[src/rtl/fft_pkg.sv]
// Shared types and helpers for the in-place radix-2 DIF FFT control path.
package fft_pkg;

    typedef enum logic [1:0] {
        IDLE  = 2'd0,
        RUN   = 2'd1,
        DRAIN = 2'd2,
        OUT   = 2'd3
    } fft_state_e;

    localparam int DEF_N_POINTS = 8;
    localparam int DEF_BF_LAT   = 2;

    // Stage-counter width: $clog2(LOG2_N), never narrower than one bit.
    function automatic int stage_w(input int log2n);
        return (log2n > 1) ? $clog2(log2n) : 1;
    endfunction

    // Twiddle index spans N/2 entries.
    function automatic int tw_w(input int log2n);
        return (log2n > 1) ? log2n - 1 : 1;
    endfunction

    function automatic logic [31:0] bitrev(input logic [31:0] v, input int w);
        logic [31:0] r;
        r = '0;
        for (int i = 0; i < w; i++) r[i] = v[w-1-i];
        return r;
    endfunction

endpackage

[src/rtl/fft_addr_gen.sv]
// Butterfly address/twiddle generator: (stage, k) -> upper/lower leg addresses and twiddle index.
module fft_addr_gen import fft_pkg::*; #(
    parameter int  LOG2_N = 3,
    localparam int SW     = stage_w(LOG2_N),
    localparam int TW     = tw_w(LOG2_N)
) (
    input  logic [SW-1:0]     stage,
    input  logic [LOG2_N-2:0] k,
    output logic [LOG2_N-1:0] addr_a,
    output logic [LOG2_N-1:0] addr_b,
    output logic [TW-1:0]     tw_idx
);

    logic [LOG2_N-1:0] span, mask, k_ext, j_off;

    // span is a power of two, so group/offset split is a mask and the
    // group*2*span term is just the high bits of k shifted up by one.
    always_comb begin
        span   = LOG2_N'(1) << (LOG2_N'(LOG2_N - 1) - LOG2_N'(stage));
        mask   = span - LOG2_N'(1);
        k_ext  = {1'b0, k};
        j_off  = k_ext & mask;
        addr_a = ((k_ext & ~mask) << 1) | j_off;
        addr_b = addr_a | span;
        tw_idx = TW'(j_off << stage);
    end

endmodule

[src/rtl/fft_stage_sequencer.sv]
// Stage sequencer for the in-place radix-2 DIF FFT: butterfly read/write-back
// scheduling per stage, then bit-reversed streaming of the result.
module fft_stage_sequencer import fft_pkg::*; #(
    parameter int  N_POINTS = DEF_N_POINTS,
    parameter int  LOG2_N   = $clog2(N_POINTS),
    parameter int  BF_LAT   = DEF_BF_LAT,
    localparam int SW       = stage_w(LOG2_N),
    localparam int TW       = tw_w(LOG2_N)
) (
    input  logic              clk_i,
    input  logic              rst_ni,
    input  logic              start_i,
    output logic              busy_o,
    output logic              done_o,
    output logic [SW-1:0]     stage_o,
    output logic              rd_en_o,
    output logic [LOG2_N-1:0] rd_addr_a_o,
    output logic [LOG2_N-1:0] rd_addr_b_o,
    output logic [TW-1:0]     tw_idx_o,
    output logic              wr_en_o,
    output logic [LOG2_N-1:0] wr_addr_a_o,
    output logic [LOG2_N-1:0] wr_addr_b_o,
    output logic              out_rd_en_o,
    output logic [LOG2_N-1:0] out_addr_o,
    output logic              m_tvalid,
    input  logic              m_tready,
    output logic              m_tlast
);

    localparam int                DW     = (BF_LAT > 1) ? $clog2(BF_LAT) : 1;
    localparam logic [LOG2_N-2:0] K_LAST = '1;
    localparam logic [SW-1:0]     S_LAST = SW'(LOG2_N - 1);
    localparam logic [DW-1:0]     D_LAST = DW'(BF_LAT - 1);
    localparam logic [LOG2_N-1:0] B_LAST = '1;

    fft_state_e        state;
    logic [SW-1:0]     s;
    logic [LOG2_N-2:0] k;
    logic [DW-1:0]     dcnt;
    logic [LOG2_N:0]   rd_b;
    logic [LOG2_N-1:0] hs_b;
    logic              tvalid_q;
    logic              hs;

    logic [LOG2_N-1:0] gen_a, gen_b;
    logic [TW-1:0]     gen_tw;

    logic [BF_LAT:1]                   vld_pipe;
    logic [BF_LAT:1][LOG2_N-1:0]       a_pipe, b_pipe;

    fft_addr_gen #(.LOG2_N(LOG2_N)) u_addr_gen (
        .stage  (s),
        .k      (k),
        .addr_a (gen_a),
        .addr_b (gen_b),
        .tw_idx (gen_tw)
    );

    // Address outputs are gated so the bus reads zero whenever no strobe is up.
    assign rd_en_o     = (state == RUN);
    assign rd_addr_a_o = rd_en_o ? gen_a : '0;
    assign rd_addr_b_o = rd_en_o ? gen_b : '0;
    assign tw_idx_o    = rd_en_o ? gen_tw : '0;
    assign stage_o     = (state == RUN || state == DRAIN) ? s : '0;
    assign busy_o      = (state != IDLE);

    assign wr_en_o     = vld_pipe[BF_LAT];
    assign wr_addr_a_o = a_pipe[BF_LAT];
    assign wr_addr_b_o = b_pipe[BF_LAT];

    // A new read may be issued when the output register is empty or draining this cycle.
    assign out_rd_en_o = (state == OUT) && !rd_b[LOG2_N] && (!tvalid_q || m_tready);
    assign out_addr_o  = out_rd_en_o ? LOG2_N'(bitrev(32'(rd_b[LOG2_N-1:0]), LOG2_N)) : '0;
    assign m_tvalid    = tvalid_q;
    assign m_tlast     = tvalid_q && (hs_b == B_LAST);
    assign hs          = tvalid_q && m_tready;
    assign done_o      = m_tlast && m_tready;

    always_ff @(posedge clk_i or negedge rst_ni) begin
        if (!rst_ni) begin
            vld_pipe <= '0;
            a_pipe   <= '0;
            b_pipe   <= '0;
        end else begin
            vld_pipe[1] <= rd_en_o;
            a_pipe[1]   <= rd_addr_a_o;
            b_pipe[1]   <= rd_addr_b_o;
            for (int i = 2; i <= BF_LAT; i++) begin
                vld_pipe[i] <= vld_pipe[i-1];
                a_pipe[i]   <= a_pipe[i-1];
                b_pipe[i]   <= b_pipe[i-1];
            end
        end
    end

    always_ff @(posedge clk_i or negedge rst_ni) begin
        if (!rst_ni) begin
            state    <= IDLE;
            s        <= '0;
            k        <= '0;
            dcnt     <= '0;
            rd_b     <= '0;
            hs_b     <= '0;
            tvalid_q <= 1'b0;
        end else begin
            case (state)
                IDLE: begin
                    if (start_i) begin
                        state <= RUN;
                        s     <= '0;
                        k     <= '0;
                    end
                end
                RUN: begin
                    if (k == K_LAST) begin
                        state <= DRAIN;
                        dcnt  <= '0;
                    end else begin
                        k <= k + (LOG2_N-1)'(1);
                    end
                end
                // BF_LAT idle read cycles let every write-back of this stage
                // land before the next stage reads the same locations.
                DRAIN: begin
                    if (dcnt == D_LAST) begin
                        if (s == S_LAST) begin
                            state <= OUT;
                            s     <= '0;
                            rd_b  <= '0;
                            hs_b  <= '0;
                        end else begin
                            state <= RUN;
                            s     <= s + SW'(1);
                            k     <= '0;
                        end
                    end else begin
                        dcnt <= dcnt + DW'(1);
                    end
                end
                OUT: begin
                    if (out_rd_en_o) begin
                        rd_b     <= rd_b + (LOG2_N+1)'(1);
                        tvalid_q <= 1'b1;
                    end else if (m_tready) begin
                        tvalid_q <= 1'b0;
                    end
                    if (hs) begin
                        if (hs_b == B_LAST) begin
                            state <= IDLE;
                            hs_b  <= '0;
                            rd_b  <= '0;
                        end else begin
                            hs_b <= hs_b + LOG2_N'(1);
                        end
                    end
                end
            endcase
        end
    end

endmodule

[config.mk]
export PLATFORM = sky130hd
export DESIGN_NAME = fft_stage_sequencer
export DESIGN_NICKNAME = d
export VERILOG_FILES = /design/src/rtl/fft_pkg.sv /design/src/rtl/fft_addr_gen.sv /design/src/rtl/fft_stage_sequencer.sv
export SDC_FILE = /design/constraint.sdc
export NUM_CORES = 1
export LEC_CHECK = 0
export ABC_AREA = 1
export CAP_MARGIN = 25
export CORE_MARGIN = 4
export CORE_UTILIZATION = 24
export CTS_CLUSTER_SIZE = 12
export DETAILED_ROUTE_END_ITERATION = 7
export PLACE_DENSITY_LB_ADDON = 0.25
export SYNTH_ARGS = -nofsm -noshare
export SYNTH_HDL_FRONTEND = slang
export SYNTH_SLANG_ARGS = --single-unit
[constraint.sdc]
create_clock -name clk_i -period 1.3 [get_ports clk_i]
set_input_delay 0.26 -clock clk_i [delete_from_list [all_inputs] [get_ports clk_i]]
set_output_delay 0.26 -clock clk_i [all_outputs]
set_load 0.03 [all_outputs]
; Word level (Yosys, flattened, before mapping)
; Index checks and enable logic that the tools add are counted.
[totals]
input_bits = 4
out_inout_bits = 26
wordCells = 99
ff_bits = 29
[classes]
n_reduce_logical = 23
eq_ne = 14
muxes = 36
bitwise_logic = 5
n_addsub = 7
shift = 2
[op_table]
columns = op, count
row1 = 2-bit 2-to-1 mux, 14
row2 = 3-bit 2-to-1 mux, 7
row3 = 4-bit 2-to-1 mux, 5
row4 = 2-bit != test (second input constant), 5
row5 = 5-bit AND reduction, 2
row6 = 2-bit nonzero test, 5
row7 = 2-bit == test (second input constant), 4
row8 = 2-bit case mux with 4 select lines, 1
row9 = 4-bit case mux with 2 select lines, 1
row10 = 2-bit by 1-bit != test with 1-bit output (second input constant), 3
row11 = 3-bit bitwise OR, 2
row12 = 2-bit case mux with 3 select lines, 1
row13 = 3-bit case mux with 2 select lines, 1
row14 = 3-bit AND reduction, 2
row15 = 1-bit logical AND, 5
row16 = 2-bit by 1-bit adder with 2-bit output (second input constant), 2
row17 = 4-bit by 1-bit adder with 4-bit output (second input constant), 1
row18 = 1-bit 2-to-1 mux, 4
row19 = 2-bit case mux with 2 select lines, 1
row20 = 2-bit AND reduction, 2
row21 = 4-bit AND reduction, 1
row22 = 3-bit by 1-bit adder with 3-bit output (second input constant), 1
row23 = 2-bit by 3-bit bitwise AND with 3-bit output, 1
row24 = 3-bit == test (second input constant), 1
row25 = other kinds (13), 15

; Logic depth before layout (Yosys ltp)
; Gate-level depths: netlist of the first run.
[logic_depth]
ltp_word = 8
depth_mapped = 9
depth_no_buf = 9

; By module
; Synthesis of the first run repeated with hierarchy kept, for this count alone.
[unflattened]
hier_cells = 195
area_unflattened_um2 = 1614.0
[by_module_without_submodules]
columns = module, cells_each, area_per_inst_um2, seq_area_each_um2, n_inst
row1 = fft_stage_sequencer, 171, 1483.9, 725.7, 1
row2 = fft_addr_gen, 24, 130.1, 0.0, 1

; Worst setup path before layout of the first run
; OpenSTA, ideal clock, no wires.
[synth_timing]
path_kind = register -> output
start = register state[1]
end = output tw_idx_o[0]
slack_ns = -1.045
arrival_time_ns = 2.085
required_time_ns = 1.040
n_path_buf = 0
stages_incl_launch_ff = 5
cell_sequence = dfrtp_1 > inv_1 > ha_1 > inv_2 > nor4_1
[synth_between]
elab_chain_len = 2
[synth_lines]
columns = element, line
row1 = from (decl), fft_stage_sequencer.sv:36  ; fft_state_e state;
row2 = from (signal assigned), fft_stage_sequencer.sv:98  ; state <= IDLE;
row3 = from (signal assigned), fft_stage_sequencer.sv:109  ; state <= RUN;
row4 = from (signal assigned), fft_stage_sequencer.sv:116  ; state <= DRAIN;
row5 = 2-bit by 1-bit == test with 1-bit output, fft_stage_sequencer.sv:60  ; assign rd_en_o = (state == RUN);
row6 = named net rd_en_o, fft_stage_sequencer.sv:16  ; output logic rd_en_o,
row7 = 2-bit 2-to-1 mux, fft_stage_sequencer.sv:63  ; assign tw_idx_o = rd_en_o ? gen_tw : '0;
row8 = to (decl), fft_stage_sequencer.sv:19  ; output logic [TW-1:0] tw_idx_o,
; The timed path passes the listed nets, and every way through them passes these cells.

; Worst setup path in the final report of the first run
[layout_timing]
start = register s[1]
end = output tw_idx_o[1]
[layout_between]
elab_chain_len = 6
[layout_lines]
columns = element, line
row1 = from (decl), fft_stage_sequencer.sv:37  ; logic [SW-1:0] s;
row2 = from (signal assigned), fft_stage_sequencer.sv:133  ; s <= s + SW'(1);
row3 = 2-bit by 2-bit subtractor with 3-bit output, fft_addr_gen.sv:19  ; span = LOG2_N'(1) << (LOG2_N'(LOG2_N - 1) - LOG2_N'(stage));
row4 = 1-bit by 3-bit << shifter with 3-bit output, fft_addr_gen.sv:19
row5 = 3-bit by 1-bit subtractor with 3-bit output, fft_addr_gen.sv:20  ; mask = span - LOG2_N'(1);
row6 = 2-bit by 3-bit bitwise AND with 3-bit output, fft_addr_gen.sv:22  ; j_off = k_ext & mask;
row7 = 3-bit by 2-bit << shifter with 2-bit output *, fft_addr_gen.sv:25  ; tw_idx = TW'(j_off << stage);
row8 = 2-bit 2-to-1 mux *, fft_stage_sequencer.sv:63
; Every way passes the cells marked *; elsewhere a longest branch is shown, timed or not.

==> results_dict.tcl, run 1 <==
set metrics [dict create \
    status "finished, violations left" \
    failed_checks "negative setup slack" \
    fp-row-count 28 \
    wire_per_inst_microns 11.70 \
    cp_max_fo 3 \
    fmax_mhz 541.5 \
    drt_pre_antenna_iters 3 \
    ant_nets 0 \
    slew_viol_final 0 \
    synth-simple-area-share 0.2341 \
    vias 1376 \
    critPathLaunchType "flip-flop" \
    synth.area.mux_share 0 \
    netlist_instances 173 \
    clk_root_buffer_cell "clkbuf_8" \
    num-nets-final 272 \
    cts_made_buffers 5 \
    crit_type "reg2out" \
    die_area_sq_mm 0.007757 \
    clk_latency_ns 0.28 \
    antenna_found_initial 0 \
    tightest_slew_ns 0.3029 \
    seq_area_sq_um 730.7 \
    required_ns 1.04 \
    core-area_sq_mm 0.006061 \
    htree_levels 2 \
    synth_xor_xnor_area_share 0 \
    stdcell_area_sq_mm 0.002953 \
    grt_max_degree 30 \
    synthAdderAreaFrac 0.1301 \
    synth_compound_area_frac 0.06667 \
    synth-seq-cells 29 \
    ios 30 \
    powerDensity_mw_per_mm2 2196 \
    ir_drop_mv 0.7332 \
    viasPerCell 4.195 \
    layout_setup_ws_ns -0.5467 \
    rsz0062_at_grt "yes" \
    nFillCells 561 \
    relSlewSlack 0.7981 \
    synth_seq_area_share 0.4715 \
    syn_area_sq_mm 0.001539 \
    clock-sinks 29 \
    place_area_sq_mm 0.002253 \
    initial_core_util 0.2539 \
    clkSlewWorstSetupHoldPaths_ns 0.06 \
    multi_input_area_sq_mm 0.001119 \
    dpl_worst_slack_ns -0.6956 \
    cp-end-kind "output pin" \
    synth_nets 193 \
    fin_crit_sh 1.421 \
    syn_to_final_growth_pct 91.87 \
    cts_tree "built" \
    n_antenna_cell 0 \
    port_buffers 29 \
    clock_skew_ns 0.003915 \
    setup_viol 33 \
    final_layout_size_suffix_gt1_frac 0.6482 \
    initialDrtViolationCount 28 \
    syn_avg_cell_area_sq_um 8.896 \
    gr-total-overflow 0 \
    yosysWarnings 0 \
    synth_top_family_by_area "simple AND/OR/NAND/NOR gates" \
    hold_viol_final 0 \
    hold_path.class "in2async" \
    gp_congestion 0.6997 \
    tns_ns -10.91 \
    cellLeakagePower_nw 1.402 \
    grt_pass1_vias 1369 \
    dieWidth_microns 88.08 \
    post-dp-hpwl_microns 2603 \
    period_minus_slack_ns 1.847 \
    drv_cap 0 \
    fp.dieH_microns 88.08 \
    drt_wl_total_microns 3839 \
    track_usage 0.1055 \
    cp.arrival_ns 1.59 \
    drc_errors 0 \
    synth.distinct_cells 25 \
    cts_buffer_depth 2 \
    grt_pass1_wl_microns 6313 \
]
## cells in the final DEF, fill, tap and decap left out, drive strengths merged, types with 2 or more instances in the layout
| master | instances |
|---|---|
| dlygate4sd2 | 5 |
| dfrtp | 29 |
| clkdlybuf4s50 | 3 |
| nand3 | 7 |
| nand2 | 44 |
| buf | 69 |
| ha | 16 |
| nor2 | 22 |
| clkbuf | 7 |
| inv | 26 |
| a21oi | 4 |
| clkdlybuf4s15 | 2 |
| o21ai | 10 |
## metal layers
layer  part of all wire  global-route usage
met3              0.033             0.02916
met1               0.44              0.1264
met5                  0                   0
met4              0.012             0.04533
met2               0.52              0.1774
## path summary, 6_finish.rpt
kind / start / endpoint / slack, ns / cells after the start
hold reg to reg: vld_pipe[1] / vld_pipe[2] / 0.35 / 0
min in group clk_i: vld_pipe[1] / vld_pipe[2] / 0.35 / 0
setup / recovery: s[1] / tw_idx_o[1] / -0.55 / 6
hold / removal: rst_ni / wr_addr_b_o[2] / 0.33 / 2
max in group asynchronous: rst_ni / state[1] / 0.80 / 2
setup reg to reg: state[0] / k[1] / -0.35 / 11
## registers in the layout, indices dropped and copies added, names as in the netlist
name and count:
a_pipe 3, b_pipe 3, dcnt 1, hs_b 3, k 2, m_tvalid 1, rd_b 4, s 2
state 2, vld_pipe 2, wr_addr_a_o 3, wr_addr_b_o 3
## worst max-delay path, stage by stage, from the launching register on
cell and delay [ns]:
dfrtp_2 0.45, ha_4 0.18, buf_6 0.12, inv_4 0.06
nand2_8 0.06, a211oi_4 0.26, buf_6 0.16
## cells in the mapped netlist
cell      count  area [sq um]
a211oi_1      1         7.510
a21oi_1       4         20.02
a22oi_1       1         7.510
buf_4         7         52.55
dfrtp_1      29         725.7
ha_1         16         200.2
inv_1        24         90.09
inv_2         2         7.510
nand2_1      37         138.9
nand2_2       4         25.02
nand2_4       3         33.78
nand3_1       6         30.03
nand3_2       1         10.01
nand3b_1      1         7.510
nand4_1       1         6.260
nor2_1       20         75.07
nor2_2        1         6.260
nor2_4        1         11.26
nor3_2        1         10.01
nor4_1        1         6.260
o211ai_1      1         7.510
o21ai_0       4         20.02
o21ai_1       5         25.02
o21ai_2       1         8.760
o22ai_1       1         6.260
## where the power goes
part           switching [mW]  internal (mW)
registers               0.195           1.20
clock network           0.336          0.477
logic                    2.28           2.00
## final cells by class
class                           count  area share
Multi-Input combinational cell    111      0.3788
Timing Repair Buffer               79      0.2653
Tap cell                           75     0.03178
Inverter                           26     0.04237
Sequential cell                    29      0.2475
Clock inverter                      1    0.001695
Clock buffer                        7     0.03263
## repair_timing
item	4_1_cts	5_1_grt
buffers inserted	16	10
pin swaps	28	28
resized for setup	99	38
hold buffers	0	0
setup endpoints to repair	39	37
## logic make-up after synthesis
| family | after synthesis |
|---|---|
| compound gates | 18 |
| fa+ha+maj | 16 |
| simple gates | 77 |
| buf+inv | 33 |
| flops | 29 |
## through the flow
stage                       util  power, mW  instances  hold WS [ns]
after global routing      0.4872      6.897        328        0.3390
after global placement    0.3718      4.325        296        0.3335
after detailed placement  0.3718      4.339        296        0.3358
final                     0.4872      6.485        328        0.3302
after CTS                 0.4509      5.982        319        0.3343
after floorplan                -      3.359        173      -0.03559
Power figures use the tool's default switching activity.
==> run 2: changes to the inputs <==
Clock period 1.3 ns to 1.6 ns, I/O delays scaled along.
==> results_dict.tcl, run 2 (same netlist as run 1, synthesis figures left out) <==
set metrics [dict create \
    viasPerCell 4.105 \
    num-nets-final 250 \
    top_register "rd_b" \
    place_area_sq_mm 0.002062 \
    critPathLaunchType "flip-flop" \
    track_usage 0.09979 \
    drt_pre_antenna_iters 4 \
    ios 30 \
    cp.arrival_ns 1.46 \
    r2r_slack_ns 0.11 \
    seq_area_sq_um 730.7 \
    cp-end-kind "output pin" \
    die_area_sq_mm 0.007757 \
    cts_tree "built" \
    syn_to_final_growth_pct 62.52 \
    clk_latency_ns 0.28 \
    powerDensity_mw_per_mm2 1784 \
    final_layout_size_suffix_gt1_frac 0.5065 \
    core-area_sq_mm 0.006061 \
    nFillCells 606 \
    relSlewSlack 0.7454 \
    gp_congestion 0.7074 \
    vias 1256 \
    cp_slowest_cell "dfrtp_2" \
    grt_pass1_wl_microns 5982 \
    drt_wl_total_microns 3417 \
    required_ns 1.28 \
    dieWidth_microns 88.08 \
    critical-path-top-delay-family "flip-flops" \
    largest_reg_flops 4 \
    fmax_mhz 560.4 \
    fin_cells 306 \
    wire_per_inst_microns 11.17 \
    layout_common_cells "28 x nand2_1, 25 x dfrtp_1, 24 x buf_4" \
    antenna_found_initial 0 \
    slew_viol_final 0 \
    port_buffers 29 \
    multi_input_area_sq_um 903.4 \
    finalCoreUtilization 0.4127 \
    fp-row-count 28 \
    initial_core_util 0.2539 \
    clock-sinks 29 \
    dp.cells 287 \
    cellLeakagePower_nw 1.227 \
    rsz0062_at_grt "yes" \
    n_antenna_cell 0 \
    clkSlewWorstSetupHoldPaths_ns 0.07 \
    power_mw 4.462 \
    drc_errors 0 \
    cts_buffer_depth 2 \
    max_stage_delay_ns 0.40 \
    cp_max_fo 3 \
    period_minus_slack_ns 1.784 \
    post-dp-hpwl_microns 2366 \
    grt_pass1_vias 1316 \
    clk_root_buffer_cell "clkbuf_8" \
    htree_levels 2 \
    initialDrtViolationCount 35 \
    hold_path.class "reg2reg" \
    crit_chain "inv_2 -> ha_4 -> inv_4 -> a22oi_2 -> o21ai_2 -> buf_6" \
    fp.dieH_microns 88.08 \
    setup_viol 15 \
    hold_viol_final 0 \
    cts_made_buffers 5 \
    stdcell_area_sq_mm 0.002501 \
    gr-total-overflow 0 \
    layout_commonest_cell "nand2_1" \
    crit_type "reg2out" \
    drv_cap 0 \
    failed_checks "negative setup slack" \
    clock_skew_ns 0.007635 \
    fin_crit_sh 1.115 \
    tightest_slew_ns 0.3818 \
    ant_nets 0 \
    worstPathBufferInverterCount 3 \
    status "finished, violations left" \
    ir_drop_mv 0.8012 \
    grt_max_degree 30 \
    layout_setup_ws_ns -0.1844 \
]
-- run 2: cell count changes in the layout (fill, tap and decap cells not counted), moves of 3 or more --
cell / change
nand3_1: +4
nor2_1: +3
nand2_1: +10
nand3_2: -3
nor2_4: -4
dlymetal6s2s_1: +3
buf_4: -4
nand2_8: -5
nand2_4: -3
inv_4: -3
inv_2: +3
buf_6: -17
-- run 2: worst paths after layout --
| check | end | depth (start not counted) | startpoint |
|---|---|---|---|
| setup / recovery | rd_addr_b_o[1] | 6 | s[1] |
| hold / removal | wr_addr_b_o[1] | 0 | b_pipe[1] |
| setup reg to reg | rd_b[3] | 9 | hs_b[0] |
| hold reg to reg | wr_addr_b_o[1] | 0 | b_pipe[1] |
| max in group asynchronous | state[1] | 2 | rst_ni |
| min in group asynchronous | b_pipe[2] | 2 | rst_ni |
-- run 2: power breakdown --
part | leakage [nW] | internal [mW] | switching [mW]
Clock | 0.0574 | 0.506 | 0.283
Sequential | 0.377 | 0.971 | 0.210
Combinational | 0.793 | 1.09 | 1.40
-- run 2: repair_timing --
action | in CTS | in global routing
pin swaps | 9 | 11
cloned | 0 | 0
resized for setup | 50 | 33
hold buffers | 0 | 0
setup buffers | 8 | 3
endpoints found under the setup margin | 21 | 32
-- run 2: final cells by class --
| type | instances | share of cell area |
|---|---|---|
| Multi-Input combinational cell | 111 | 0.3612 |
| Timing Repair Buffer | 57 | 0.2161 |
| Clock buffer | 6 | 0.03302 |
| Inverter | 26 | 0.04502 |
| Clock inverter | 2 | 0.01501 |
| Tap cell | 75 | 0.03752 |
| Sequential cell | 29 | 0.2921 |
-- run 2: metal layers --
metal | wire, microns | GRT usage | part of all wire
met1 | 1568 | 0.1262 | 0.46
met5 | 0 | 0 | 0
met3 | 99 | 0.01976 | 0.029
met4 | 80 | 0.04945 | 0.023
met2 | 1667 | 0.1623 | 0.49
-- run 2: stage by stage --
stage | hold WS (ns) | worst slack, ns | setup TNS, ns
finish | 0.3471 | -0.1844 | -1.569
global route | 0.3609 | -0.2693 | -2.669
CTS | 0.3509 | -0.2004 | -2.030
detailed placement | 0.3356 | -0.1467 | -0.3665
global placement | 0.3323 | -0.1333 | -0.2477
floorplan | 0.02441 | -0.01242 | -0.03579
-- run 2: worst reg2reg max path: stages, from the launching register on --
cell     delay (ns)
dfrtp_1        0.36
ha_2           0.19
ha_4           0.14
buf_6          0.10
inv_4          0.03
buf_4          0.13
o21ai_4        0.20
nand2_2        0.10
o21ai_1        0.08
nor2_1         0.05
